--- config.mk ---
export PLATFORM = sky130hd
export DESIGN_NAME = debug_dump_tx
export DESIGN_NICKNAME = d
export VERILOG_FILES = /design/src/rtl/debug_dump_tx.sv
export SDC_FILE = /design/constraint.sdc
export NUM_CORES = 1
export LEC_CHECK = 0
export ABC_AREA = 1
export BUFFER_PORTS_ARGS = -buffer_cell sky130_fd_sc_hd__buf_2
export CORE_MARGIN = 4
export CORE_UTILIZATION = 52
export DETAILED_ROUTE_END_ITERATION = 6
export PLACE_DENSITY = 0.85
export REMOVE_ABC_BUFFERS = 1
export SYNTH_ARGS = -nofsm -noshare
export SYNTH_HDL_FRONTEND = slang
export SYNTH_SLANG_ARGS = --single-unit
--- constraint.sdc ---
create_clock -name clk -period 2.04 [get_ports clk]
set_input_delay 0.204 -clock clk [delete_from_list [all_inputs] [get_ports clk]]
set_output_delay 0.204 -clock clk [all_outputs]
set_load 0.02 [all_outputs]
--- src/rtl/debug_dump_tx.sv ---
// Debug link transmitter: streams a PC/ACC/CYC snapshot and the first N_WORDS DM words to uart_tx.
// Optional trailing XOR checksum byte when DUMP_CHECKSUM_EN is defined.
module debug_dump_tx #(
    parameter int              SIZE    = 8,
    parameter int              DATA_W  = 16,
    parameter int              ADDR_W  = 11,
    parameter int              N_WORDS = 16,
    parameter logic [SIZE-1:0] HDR     = 8'hA5
) (
    input  logic              clk,
    input  logic              reset,
    input  logic              start,
    input  logic [ADDR_W-1:0] pc,
    input  logic [DATA_W-1:0] acc,
    input  logic [15:0]       cycles,
    input  logic [DATA_W-1:0] dm_rdata,
    input  logic              tx_done,
    output logic [ADDR_W-1:0] dm_raddr,
    output logic              dm_rd,
    output logic              tx_start,
    output logic [SIZE-1:0]   d_out,
    output logic              busy,
    output logic              done
);

    localparam int DM_END = 7 + 2 * N_WORDS;
`ifdef DUMP_CHECKSUM_EN
    localparam int N_BYTES = DM_END + 1;
`else
    localparam int N_BYTES = DM_END;
`endif
    localparam int BW   = $clog2(N_BYTES + 1);
    localparam int WW   = ADDR_W + 1;
    localparam int HV_W = 16 + 2 * DATA_W + SIZE;

    typedef enum logic [2:0] {
        IDLE,
        SNAP,
        SEND,
        WAIT,
        RDREQ,
        RDWAIT,
        FIN
    } state_t;

    state_t state, state_n;

    logic [BW-1:0]     byte_idx;
    logic [BW-1:0]     nxt_idx;
    logic [WW-1:0]     word_idx;
    logic [DATA_W-1:0] pc_q;
    logic [DATA_W-1:0] acc_q;
    logic [15:0]       cyc_q;
    logic [DATA_W-1:0] word_q;
    logic [HV_W-1:0]   hdr_vec;
    logic [SIZE-1:0]   cur_byte;
    logic              in_hdr;
    logic              in_dm;
    logic              next_is_lo;
`ifdef DUMP_CHECKSUM_EN
    logic [SIZE-1:0]   csum;
`endif

    assign nxt_idx    = byte_idx + BW'(1);
    assign next_is_lo = (nxt_idx >= BW'(7)) && nxt_idx[0]
                        && (nxt_idx < BW'(DM_END));

    // Header bytes 0..6 come straight out of this vector, lowest byte first.
    assign hdr_vec = {cyc_q, acc_q, pc_q, HDR};
    assign in_hdr  = byte_idx < BW'(7);
    assign in_dm   = !in_hdr && (byte_idx < BW'(DM_END));

    always_comb begin
        cur_byte = '0;
        unique case (1'b1)
            in_hdr:  cur_byte = hdr_vec[SIZE*int'(byte_idx[2:0]) +: SIZE];
            in_dm:   cur_byte = byte_idx[0] ? word_q[SIZE-1:0]
                                            : word_q[DATA_W-1:SIZE];
`ifdef DUMP_CHECKSUM_EN
            default: cur_byte = csum;
`else
            default: cur_byte = '0;
`endif
        endcase
    end

    always_ff @(posedge clk) begin
        if (!reset) state <= IDLE;
        else        state <= state_n;
    end

    always_comb begin
        state_n  = state;
        tx_start = 1'b0;
        dm_rd    = 1'b0;
        dm_raddr = '0;
        done     = 1'b0;
        busy     = (state != IDLE);
        d_out    = '0;
        unique case (state)
            IDLE: begin
                if (start) state_n = SNAP;
            end
            SNAP: state_n = SEND;
            SEND: begin
                tx_start = 1'b1;
                d_out    = cur_byte;
                state_n  = WAIT;
            end
            WAIT: begin
                d_out = cur_byte;
                if (tx_done) begin
                    if (nxt_idx == BW'(N_BYTES)) state_n = FIN;
                    else if (next_is_lo)         state_n = RDREQ;
                    else                         state_n = SEND;
                end
            end
            RDREQ: begin
                dm_rd    = 1'b1;
                dm_raddr = word_idx[ADDR_W-1:0];
                state_n  = RDWAIT;
            end
            RDWAIT: state_n = SEND;
            FIN: begin
                done    = 1'b1;
                state_n = IDLE;
            end
            default: state_n = IDLE;
        endcase
    end

    always_ff @(posedge clk) begin
        if (!reset) begin
            byte_idx <= '0;
            word_idx <= '0;
            pc_q     <= '0;
            acc_q    <= '0;
            cyc_q    <= '0;
            word_q   <= '0;
`ifdef DUMP_CHECKSUM_EN
            csum     <= '0;
`endif
        end else begin
            if (state == SNAP) begin
                pc_q     <= DATA_W'(pc);
                acc_q    <= acc;
                cyc_q    <= cycles;
                byte_idx <= '0;
                word_idx <= '0;
`ifdef DUMP_CHECKSUM_EN
                csum     <= '0;
`endif
            end
            if (state == WAIT && tx_done) byte_idx <= nxt_idx;
            // Hi byte reuses this latched word, so each DM word is read once.
            if (state == RDWAIT) begin
                word_q   <= dm_rdata;
                word_idx <= word_idx + WW'(1);
            end
`ifdef DUMP_CHECKSUM_EN
            if (state == SEND) csum <= csum ^ cur_byte;
`endif
        end
    end

endmodule

Yosys cells after proc, flatten, opt, wreduce, memory -nomap -nowiden
Cells that the tools add are included.
- $add $sub $neg: 2
- multipliers: 0
- div/mod/pow operators: 0
- magnitude comparators: 4
- equal/unequal tests: 9
- shifts and indexed selects: 1
- muxes and demuxes: 16
- bitwise operators: 0
- reductions and logical operators: 12
- operator list (cell ; count):
    indexed part select 56 x 7 -> 8 bit ; 1
    two-way mux 12 bit ; 2
    two-way mux 8 bit ; 2
    one-hot mux 8 bit (2 select lines) ; 1
    one-hot mux 3 bit (5 select lines) ; 1
    adder 12 x 1 -> 12 bit, second input constant ; 1
    less-than comparator 6 bit, second input constant ; 2
    two-way mux 3 bit ; 4
    two-way mux 6 bit ; 2
    two-way mux 11 bit ; 1
    equality test 3 bit, second input constant ; 3
    adder 6 x 1 -> 6 bit, second input constant ; 1
    equality test 3 x 2 -> 1 bit, second input constant ; 2
    equality test 6 bit, second input constant ; 1
    >= comparator 6 x 3 -> 1 bit, second input constant ; 1
    less-than comparator 6 x 3 -> 1 bit, second input constant ; 1
    logical AND 1 bit ; 4
    inequality test 2 bit, second input constant ; 2
    nonzero test 2 bit ; 2
    OR reduction 2 bit ; 2
    equality test 3 x 1 -> 1 bit, second input constant ; 1
    zero test 3 bit ; 1
    two-way mux 1 bit ; 3
    nonzero test 3 bit ; 1
    2 further kinds ; 2
- bits in registers: 80
- bits in latches: 0
- memory bits (writable): 0
- bits in read-only memories: 0
- input bits: 63
- output and inout port bits: 23
- word-level logic and storage cells: 51
- memories kept: 0

Logic depth before layout (Yosys ltp)
Gate-level depths: netlist of run 1.
- depth after elaboration: 8
- depth in mapped cells: 15
- mapped depth without buffers: 14

Worst setup path after synthesis of run 1
OpenSTA, ideal clock, no wires.
- kind: reg-to-output
- from: register byte_idx[1]
- to: output d_out[0]
- arrival time: 1591 ps
- required time: 1836 ps
- slack: 245 ps
- cell stages (with the launch flop): 7
- path buffers: 0
- path through: dfxtp_1 ha_1 nand2_1 nand3_1 nor2_1 nand3_1 a21oi_1
- word-level cells in the longest chain between the ends: 5
- elaborated cells between the ends (all ways): 7
- those cells by class: order compare: 2; shift: 1; mux: 2; reduce/logical: 2
- RTL lines (item ; RTL line ; RTL):
    from (decl) ; 48 ; logic [BW-1:0] byte_idx;
    from (signal assigned) ; 154 ; if (state == WAIT && tx_done) byte_idx <= nxt_idx;
    parallel branches: the longest is 3 deep, another holds indexed part select 56 x 7 -> 8 bit ; -- ;
    one-hot mux 8 bit (2 select lines) * ; 75 ; unique case (1'b1)
    two-way mux 8 bit * ; 100 ; unique case (state)
    to (decl) ; 21 ; output logic [SIZE-1:0] d_out,
Mark *: on every way between the ends.

Worst setup path after layout of run 1
- from: register byte_idx[0]
- to: output d_out[0]
The elaborated chain is that of the path after synthesis.

==> results.ini, run 1 <==
[clocking]
holdBufCountCts=0
clk_pin_slew_ns=0.08
cts_tree=yes
clock_latency_ns=0.35
cts.path.max_buffers=2
cts_buffers=9
clock_sinks=79
cts_root_buf=clkbuf_8
cts_max_level=3

[pwr]
ir_worst_vdd_uv=374
comb_power_share_pct=13.8
clockPowerShare_pct=38.8
p_switching_mw=0.960
p_leak_nw=2.01
p_per_area_mw_per_mm2=754
intPower_mw=2.65
swShare_pct=26.6
pwr-share-seq_pct=47.3

[floorplanning]
die_h_um=94.1
start_util_pct=53.4
rows=31
dieWidth_um=94.1
die_area_mm2=0.00885
ios=86
coreArea_mm2=0.00721

[min_path]
hold_class=primary input to register
holdPathStages=3
hold_end=acc_q[13]
hold_path.startpoint=acc[13]

[drt]
drt_iter0_drc=374
totalWireLength_mm=10.5
via_per_inst=5.54
route.detailed.drc=0
vias=4104
drt_first_pass_iters=6
antenna_left=0
routedWlPerCell_um=14.2

[global_route]
grt_usage_pct=23.5
grt_util_met1_pct=30.4
grt.overflow.total=0
grt_pass1_wl_mm=16.6
grtUsageMet3_pct=4.01
busiest_layer=met2
antenna_found_initial=0
grt_pass1_vias=3721
grt_max_degree=64
met2_usage_pct=38.3

[layout]
layout.nets=703
syn2layout_area_growth_pct=24.2
n_antenna_cell=0
drive_above_1_share_pct=26.6
fin_util_pct=66.3
nFillCells=606

[sta]
fin_skew_ns=0.0103
min_period_over_period_pct=104
slew_viol_final=0
worst_pin_slew_ns=0.574
worst_hold_slack_ns=0.0701
timing.slew.headroom_pct=61.7
clock.fmax_mhz=470
worst_slack_ns=-0.0877
hold_viol=0
rsz0062_at_grt=true
finalCriticalPeriod_ns=2.13
finalSetupViolCount=3

[logic_synthesis]
syn-cell-area_mm2=0.00385
synthTopCellsByArea=dfxtp_1, o21ai_0, nor2_1
yosysMostFrequentCell=o21ai_0
syn_area_per_cell_um2=6.99
yosysTopAreaCellShare_pct=41.1
yosysSeqAreaShare_pct=41.1
synth-edff-count=0
ys_warn_count=0
synthDistinctLibCells=36
yosys.area.top_type=dfxtp_1
ys_ff_latch=79
async_reset_ff_share_pct=0
synth_flop_cell=dfxtp_1
syn_inst=551
yosys-top-cells-count=o21ai_0, nor2_1, dfxtp_1

[setup_path]
r2r_end=state[2]
critPathLaunch=byte_idx[0]
required_ns=1.84
slowest_stage=dfxtp_4
worstSetupPathType=register to output port
worstSetupEndpointType=output port
cp.arrival_ns=1.92
r2r-start=byte_idx[0]
rrSetupSlack_ns=0.09
crit_chain=buf_12 -> clkinvlp_4 -> a21oi_1 -> o21ai_0 -> o311ai_1 -> nand3_1 -> a21oi_2 -> buf_4
r2r_cells=15
start_kind=register
crit_path_max_incr_delay_ns=0.38
cp_max_fo=7
cp_top_family=compound AO/OA/AOI/OAI gates
crit_buf_inv=3

[outcome]
run_status=finished with violations
violations=setup timing

[job]
maxCapViolCount=0

[placement]
numPortBuffers=85
place_congestion=0.906
detailed_place_hpwl_mm=7.12

## power by group through the flow
stage | Sequential [mW] | Combinational, mW | Clock [mW]
floorplan | 1.73 | 0.281 | 0
global placement | 1.74 | 0.450 | 0
detailed placement | 1.74 | 0.466 | 0
CTS | 1.71 | 0.487 | 1.39
global route | 1.72 | 0.560 | 1.47
finish | 1.71 | 0.499 | 1.40
## stage by stage
stage               TNS [ns]  setup slack [ns]  instance area [um^2]  total power, mW  instances
finish                -0.140           -0.0877                  4790             3.61        741
CTS                        0           0.00344                  4680             3.58        736
global placement           0             0.218                  4320             2.19        716
floorplan              -1.85            -0.207                  3670             2.01        519
detailed placement         0             0.190                  4320             2.21        716
global route          -0.597            -0.100                  4790             3.75        741
## logic make-up (layout without fill, tap and decap cells)
logic type      after synthesis  count (layout)  share of synthesized area (%)
flops                        79              79                           41.1
xor+xnor                      1               1                          0.227
fa+ha+maj                     3               3                          0.974
buf+inv                     102             193                           11.6
compound gates              171             171                           24.2
simple gates                195             195                           22.0
## metal layers
layer	up-vias	part of all wire [%]
met5	-	0
met4	0	3.4
met3	39	6.9
met2	200	49
met1	1893	41
li1	1972	-
## timing repair
item,in CTS,in global routing
buffers inserted,3,5
pin swaps,4,11
resized for setup,35,19
endpoints found under the hold margin,0,0
endpoints found under the setup margin,8,11
gates cloned,1,0
## cell type report
type                    instances  area (um^2)  area share [%]
flip-flops and latches         79         1590            33.2
clock inverters                 6          109            2.27
clock buffers                  10          128            2.67
inverters                      70          272            5.67
multi-input cells             370         1910            39.9
repair inverters                1         7.51           0.157
repair buffers                106          646            13.5
well taps                      99          124            2.59
## sequential cells by signal, indices dropped and copies added, names as in the netlist
signal    count
word_q       16
state         3
cyc_q        16
word_idx     11
acc_q        16
byte_idx      6
pc_q         11
## worst reg2reg max path: stages, from the launching register on
cell	delay, ns
dfxtp_4	0.38
buf_12	0.13
clkinvlp_4	0.14
buf_4	0.17
buf_4	0.14
ha_1	0.21
nand2_1	0.09
nand3_2	0.08
nor2_2	0.10
nor2_1	0.04
nand2_1	0.08
nand2_1	0.05
nand2_1	0.05
nand2_1	0.05
nand2_1	0.09
nor2_2	0.03
## how the worst max path moves through the flow
| stage | endpoint | slack [ns] | cells after the start |
|---|---|---|---|
| global route | d_out[2] | -0.10 | 8 |
| finish | d_out[0] | -0.09 | 8 |
| global placement | d_out[5] | 0.22 | 8 |
| detailed placement | d_out[5] | 0.19 | 8 |
| CTS | d_out[0] | 0.003 | 8 |
| floorplan | d_out[0] | -0.21 | 7 |
## layout by cell type, fill, tap and decap left out, drive strengths merged
cell type	synthesis	layout
a211oi	3	3
a21oi	62	62
a221oi	1	1
buf	16	106
bufinv	0	3
clkbuf	16	10
clkinv	0	3
clkinvlp	0	2
dfxtp	79	79
ha	3	3
inv	70	69
nand2	74	74
nand3	20	20
nand3b	1	1
nand4	3	3
nor2	92	92
nor3	4	4
o211ai	3	3
o21ai	88	88
o21bai	1	1
o221ai	8	8
o22ai	2	2
o311ai	3	3
or2	1	1
xor2	1	1
(Power assumes the default switching activity.)
==> run 2, diff against run 1 <==
Settings changed: CORE_UTILIZATION 52 to 30, PLACE_DENSITY 0.85 to 0.57, SKIP_LAST_GASP from default to 1.
==> run 2 against run 1 <==
  * The flow still finishes with violations (setup timing)
  * Clock power rose by 10%
  * Worst setup slack better by 0.072 ns
  * Largest cell class unchanged
  * Flip-flop and latch count did not move
  * Die area is 66% higher
  * Highest routed layer unchanged
  * Global-route usage fell by 8.4 points
  * Cell count up 9.6%
  * Fmax increased by 3.5%
  * First-iteration DRC count is 48% lower
  * Sequential share of layout area down 1.6 points
  * Wire length rose by 4.5%
==> results.ini, run 2 (synthesized netlist as in run 1, its figures left out) <==
[outcome]
run_status=finished with violations
violations=setup timing

[setup_path]
cp.depth=9  ; +1
cp.arrival_ns=1.85  ; -0.07 ns
slowest_stage=dfxtp_4
cp_top_family=buffers and inverters
crit_chain=buf_6 -> clkinvlp_4 -> buf_6 -> a21oi_2 -> o21ai_1 -> o311ai_2 -> nand3_1 -> a21oi_2 -> buf_6
crit_buf_inv=4  ; +1
crit_path_max_incr_delay_ns=0.37  ; about the same
crit_path_frequent_cell=buf_6
required_ns=1.84  ; about the same
r2r-start=byte_idx[0]
r2r_cells=15  ; unchanged
critPathLaunch=byte_idx[0]
start_kind=register
worstSetupPathType=register to output port
worstSetupEndpointType=output port
cp_max_fo=5  ; -2

[placement]
pre_cts_slack_ns=0.170  ; -0.0203 ns
place_area_mm2=0.00443  ; +2.6%
place_congestion=0.864  ; -4.7%
numPlacedInstances=790  ; +10%
detailed_place_hpwl_mm=8.02  ; +13%
numPortBuffers=85  ; unchanged

[layout]
drive_above_1_share_pct=28.9  ; +2.3 points
syn2layout_area_growth_pct=30.1
layout_commonest_cell=o21ai_0
nFillCells=1362  ; +120%
final_cell_mix=o21ai_0, nor2_1, dfxtp_1, buf_2, nand2_1
final_cells=812  ; +9.6%
largestRegisters=acc_q x16, cyc_q x16, word_q x16
n_antenna_cell=0  ; unchanged
post-route-cell-area_mm2=0.00501  ; +4.8%
layout.nets=702  ; -0.14%

[drt]
drt_iter0_drc=195  ; -48%
antenna_left=0  ; unchanged
vias=3822  ; -6.9%
routedWlPerCell_um=13.5  ; -4.7%
via_per_inst=4.71  ; -15%
route.detailed.drc=0  ; unchanged
totalWireLength_mm=11.0  ; +4.5%
drt_first_pass_iters=4  ; -2

[clocking]
cts_tree=yes
cts_max_level=3  ; unchanged
cts_buffers=9  ; unchanged
clk_pin_slew_ns=0.06  ; -0.02 ns
clock_latency_ns=0.33  ; -0.02 ns
clock_sinks=79  ; unchanged
cts_root_buf=clkbuf_16
holdBufCountCts=0  ; unchanged
cts.path.max_buffers=2  ; unchanged

[global_route]
grt.overflow.total=0  ; unchanged
antenna_found_initial=0  ; unchanged
grt_pass1_wl_mm=17.9  ; +7.6%
grt_usage_pct=15.1  ; -8.4 points
grt_pass1_vias=3806  ; +2.3%
grt_max_degree=68  ; +6.3%

[min_path]
hold_path.startpoint=dm_rdata[1]
holdPathStages=3  ; unchanged
hold_class=primary input to register

[sta]
clock.fmax_mhz=486  ; +3.5%
setup_tns_ns=-0.0183  ; +0.122 ns
finalCriticalPeriod_ns=2.06  ; -0.0719 ns
min_period_over_period_pct=101  ; -3.5 points
fin_skew_ns=0.0106  ; +0.000336 ns
worst_pin_slew_ns=0.598  ; +0.0242 ns
hold_viol=0  ; unchanged
worst_slack_ns=-0.0158  ; +0.0719 ns
finalSetupViolCount=2  ; -1
rsz0062_at_grt=true
timing.slew.headroom_pct=60.1  ; -1.6 points
slew_viol_final=0  ; unchanged
worst_hold_slack_ns=0.0900  ; +0.0199 ns

[floorplanning]
ios=86  ; unchanged
rows=41  ; +32%
dieWidth_um=121  ; +29%
start_util_pct=30.5  ; -23 points
die_h_um=121  ; +29%
die_area_mm2=0.0147  ; +66%
coreArea_mm2=0.0126  ; +75%

[pwr]
intPower_mw=2.78  ; +5.0%
pwr-share-seq_pct=45.3  ; -2.0 points
swShare_pct=26.4  ; -0.20 points
p_per_area_mw_per_mm2=753  ; about the same
p_leak_nw=2.05  ; +2.1%
clockPowerShare_pct=40.7  ; +1.9 points
comb_power_share_pct=14.0  ; +0.2 points
ir_worst_vdd_uv=323  ; -14%
p_switching_mw=0.997  ; +3.9%

[job]
maxCapViolCount=0  ; unchanged

==> run 2: cell count changes in the layout (fill, tap and decap cells not counted), moves of 3 or more <==
cell and delta:
clkbuf_16 +9, nand3_1 -3, nand2_1 -3, o221ai_1 -4
o221ai_2 +4, nand3_2 +3, clkbuf_8 -6, nand2_2 +3
bufinv_16 -3
==> run 2: tightest hold or removal path, stage by stage <==
cell and delay [ns]:
buf_2 0.07, nor2_1 0.03, nor2_1 0.08
==> run 2: power groups by stage <==
stage          logic (mW)  registers, mW  clock network, mW
2_1_floorplan       0.281           1.73                  0
3_3_place_gp        0.486           1.74                  0
5_1_grt             0.601           1.72               1.64
6_report            0.527           1.71               1.54
4_1_cts             0.509           1.71               1.57
3_5_place_dp        0.493           1.74                  0
==> run 2: per-stage QoR <==
step | utilization, % | power (mW)
4_1_cts | 38.0 | 3.79
6_report | 39.7 | 3.78
5_1_grt | 39.7 | 3.96
3_5_place_dp | 35.1 | 2.23
3_3_place_gp | 35.1 | 2.23
2_1_floorplan | - | 2.01
==> run 2: worst paths after layout <==
check,endpoint,slack [ns]
max,d_out[2],-0.02
min,word_q[1],0.09
max reg2reg,state[2],0.14
min reg2reg,word_q[15],0.45
==> run 2: cell type report <==
cell class                      count  area, um^2  share of cell area (%)
Multi-Input combinational cell    370        1980                    39.5
Timing Repair Buffer              106         657                    13.1
Sequential cell                    79        1590                    31.6
Clock inverter                      3        25.0                   0.499
Clock buffer                       12         267                    5.32
Inverter                           70         282                    5.62
Tap cell                          172         215                    4.29
==> run 2: per-layer routing <==
layer / wire (um) / GRT usage (%)
met1: 5220 / 20.0
met2: 5160 / 25.0
met3: 512 / 2.98
met4: 107 / 4.13
met5: 0 / 0
==> run 2: timing repair <==
action / CTS / global route
buffers inserted: 3 / 4
pin swaps: 4 / 20
endpoints found under the setup margin: 8 / 10
gates resized for setup: 22 / 49
==> run 3, diff against run 2 <==
Settings changed: ABC_AREA 1 to 0.
==> run 3 against run 2 <==
  * The flow still finishes with violations (setup timing)
  * Clock-buffer cell count rose by 2
  * Area after synthesis is 6.1% higher
  * Wire length down 2.1%
==> results.ini, run 3 <==
[outcome]
run_status=finished with violations
violations=setup timing

[logic_synthesis]
synth-xor-area-share_pct=0.857  ; +0.63 points
async_reset_ff_share_pct=0  ; unchanged
yosysMostFrequentCell=nand2_1
syn-cell-area_mm2=0.00409  ; +6.1%
ys_ff_latch=79  ; unchanged
synth_fa_ha_area_share_pct=0.918  ; -0.056 points
yosysTopAreaCellShare_pct=38.7  ; -2.4 points
synthTopCellsByArea=dfxtp_1, nand2_1, a21boi_0
synthDistinctLibCells=46  ; +28%
yosys.area.top_type=dfxtp_1
synth_simple_gate_area_share_pct=26.8  ; +4.9 points
yosys-top-cells-count=nand2_1, dfxtp_1, a21boi_0
synth_flop_cell=dfxtp_1
syn_area_per_cell_um2=7.77  ; +11%
synth-edff-count=0  ; unchanged
synth_compound_area_share_pct=22.3  ; -1.9 points
synth_top_family_by_area=simple AND/OR/NAND/NOR gates
yosysSeqAreaShare_pct=38.7  ; -2.4 points
syn_inst=526  ; -4.5%
ys_warn_count=0  ; unchanged
synth_mux_area_share_pct=5.48  ; +5.5 points

[placement]
detailed_place_hpwl_mm=8.07  ; +0.66%
place_congestion=0.803  ; -7.0%
numPlacedInstances=769  ; -2.7%
numPortBuffers=85  ; unchanged

[pwr]
clockPowerShare_pct=45.7  ; +5.0 points
pwr-share-seq_pct=45.4  ; about the same
intPower_mw=2.79  ; +0.25%
p_per_area_mw_per_mm2=691  ; -8.2%
comb_power_share_pct=8.9  ; -5.1 points
p_leak_nw=1.98  ; -3.2%
ir_worst_vdd_uv=412  ; +27%
total_power_mw=3.60  ; -4.7%
p_switching_mw=0.814  ; -18%
swShare_pct=22.6  ; -3.8 points

[layout]
n_antenna_cell=0  ; unchanged
fin_util_pct=39.2  ; -0.56 points
final_cells=789  ; -2.8%
regArea_mm2=0.00159  ; +0.16%
layout_commonest_cell=nand2_1
multi_input_area_mm2=0.00238  ; +20%
final_cell_mix=nand2_1, buf_2, dfxtp_1
drive_above_1_share_pct=24.5  ; -4.4 points
layout.nets=674  ; -4.0%
largestRegisters=acc_q x16, cyc_q x16, word_q x16
nFillCells=1398  ; +2.6%
syn2layout_area_growth_pct=27.4

[global_route]
antenna_found_initial=0  ; unchanged
grt_max_degree=45  ; -34%
grt_usage_pct=13.9  ; -1.2 points
grt_pass1_wl_mm=18.1  ; +1.0%
grt_pass1_vias=3837  ; +0.81%
grt.overflow.total=0  ; unchanged

[sta]
worst_slack_ns=-0.115  ; -0.0988 ns
hold_viol=0  ; unchanged
clock.fmax_mhz=464  ; -4.6%
timing.slew.headroom_pct=65.5  ; +5.4 points
finalSetupViolCount=8  ; +6
worst_pin_slew_ns=0.517  ; -0.0808 ns
rsz0062_at_grt=true
finalCriticalPeriod_ns=2.15  ; +0.0988 ns
fin_skew_ns=0.00557  ; -0.00502 ns
min_period_over_period_pct=106  ; +4.8 points
slew_viol_final=0  ; unchanged

[clocking]
clock_latency_ns=0.33  ; about the same
cts_buffers=9  ; unchanged
holdBufCountCts=0  ; unchanged
cts.path.max_buffers=2  ; unchanged
clk_pin_slew_ns=0.06  ; about the same
cts_root_buf=clkbuf_16
clock_sinks=79  ; unchanged
cts_max_level=3  ; unchanged
cts_tree=yes

[setup_path]
slowest_stage=dfxtp_4
worstSetupEndpointType=output port
crit_path_frequent_cell=buf_6
required_ns=1.84  ; about the same
critPathLaunch=byte_idx[1]
worstSetupPathType=register to output port
cp_max_fo=5  ; unchanged
start_kind=register
cp.arrival_ns=1.95  ; +0.10 ns
crit_path_max_incr_delay_ns=0.36  ; about the same
r2r-start=byte_idx[1]
crit_chain=ha_4 -> a211oi_4 -> buf_6 -> nor2_1 -> or3_4 -> a21oi_4 -> buf_6

[drt]
antenna_left=0  ; unchanged
route.detailed.drc=0  ; unchanged
vias=3784  ; -0.99%
via_per_inst=4.80  ; +1.9%
drt_first_pass_iters=4  ; unchanged
routedWlPerCell_um=13.6  ; +0.76%
totalWireLength_mm=10.8  ; -2.1%
drt_iter0_drc=102  ; -48%

[floorplanning]
die_area_mm2=0.0156  ; +5.7%
rows=42  ; +2.4%
coreArea_mm2=0.0133  ; +5.4%
die_h_um=125  ; +2.8%
ios=86  ; unchanged
dieWidth_um=125  ; +2.8%
start_util_pct=30.7  ; +0.22 points

[job]
maxCapViolCount=0  ; unchanged

[min_path]
hold_class=primary input to register
hold_path.startpoint=start

==> run 3: cell types whose count changed in the layout (fill, tap and decap cells not counted), moves of 10 or more <==
cell      previous run  this run
nor2b_1              0        10
nor2_1              82        21
mux2i_1              0        19
a21oi_1             51        25
nor3_1               1        11
inv_1               60         2
nand2_1             64       142
and2_1               0        18
o21ai_0             83        12
a21boi_0             0        61
==> run 3: routing by layer <==
metal / vias up / wire, um / global-route usage [%]
met2: 73 / 5050 / 23.5
li1: 1951 / - / -
met5: - / 0 / 0
met4: 0 / 267 / 6.00
met3: 20 / 309 / 2.14
met1: 1740 / 5140 / 17.6
==> run 3: timing repair <==
item                       4_1_cts  5_1_grt
pin swaps                        4        2
cloned                           1        0
resized for setup               29       10
setup endpoints to repair        8       16
buffers inserted                 3        0
hold endpoints to repair         0        0
==> run 3: power by group through the flow <==
stage	Clock (mW)	Combinational, mW	Sequential, mW
finish	1.65	0.321	1.63
global route	1.75	0.364	1.64
CTS	1.70	0.324	1.63
detailed placement	0	0.316	1.67
global placement	0	0.311	1.66
floorplan	0	0.157	1.66
==> run 3: critical path: cells and delay by family, from the launching register on <==
kind | cells | cell delay (ns)
AOI/OAI and AO/OA | 2 | 0.41
adders and majority gates | 1 | 0.17
buffers and inverters | 2 | 0.30
and+or+nand+nor | 2 | 0.38
DFF | 1 | 0.36
==> run 3: final cells by class <==
type / count / share of cell area [%]
Clock buffer: 14 / 5.26
Sequential cell: 79 / 30.5
Inverter: 2 / 0.144
Timing Repair Buffer: 113 / 13.3
Tap cell: 176 / 4.23
Clock inverter: 2 / 0.721
Multi-Input combinational cell: 403 / 45.8
==> run 3: cells by family (layout without fill, tap and decap cells) <==
logic type / Yosys count / after routing
AOI/OAI and AO/OA: 133 / 133
and+or+nand+nor: 241 / 241
DFF: 79 / 79
xor gates and xnor gates: 4 / 4
buffers and inverters: 44 / 131
adders and majority gates: 3 / 3
muxes: 22 / 22
==> run 3: path summary, 6_finish.rpt <==
path                             endpoint  slack [ns]  cells after the start
worst max-delay path             d_out[3]       -0.11                      7
worst min-delay path             state[0]         0.1                      2
worst max register to register   state[1]        0.31                      6
worst min register to register  acc_q[10]        0.46                      2
==> run 3: through the flow <==
stage | instance area [um^2] | worst slack (ns) | hold slack (ns) | setup TNS [ns]
global route | 5210 | -0.200 | 0.101 | -1.29
detailed placement | 4730 | 0.0785 | 0.444 | 0
floorplan | 3890 | -0.575 | 0.322 | -5.80
CTS | 5170 | -0.125 | 0.0894 | -0.640
global placement | 4730 | 0.161 | 0.438 | 0
finish | 5210 | -0.115 | 0.0995 | -0.494
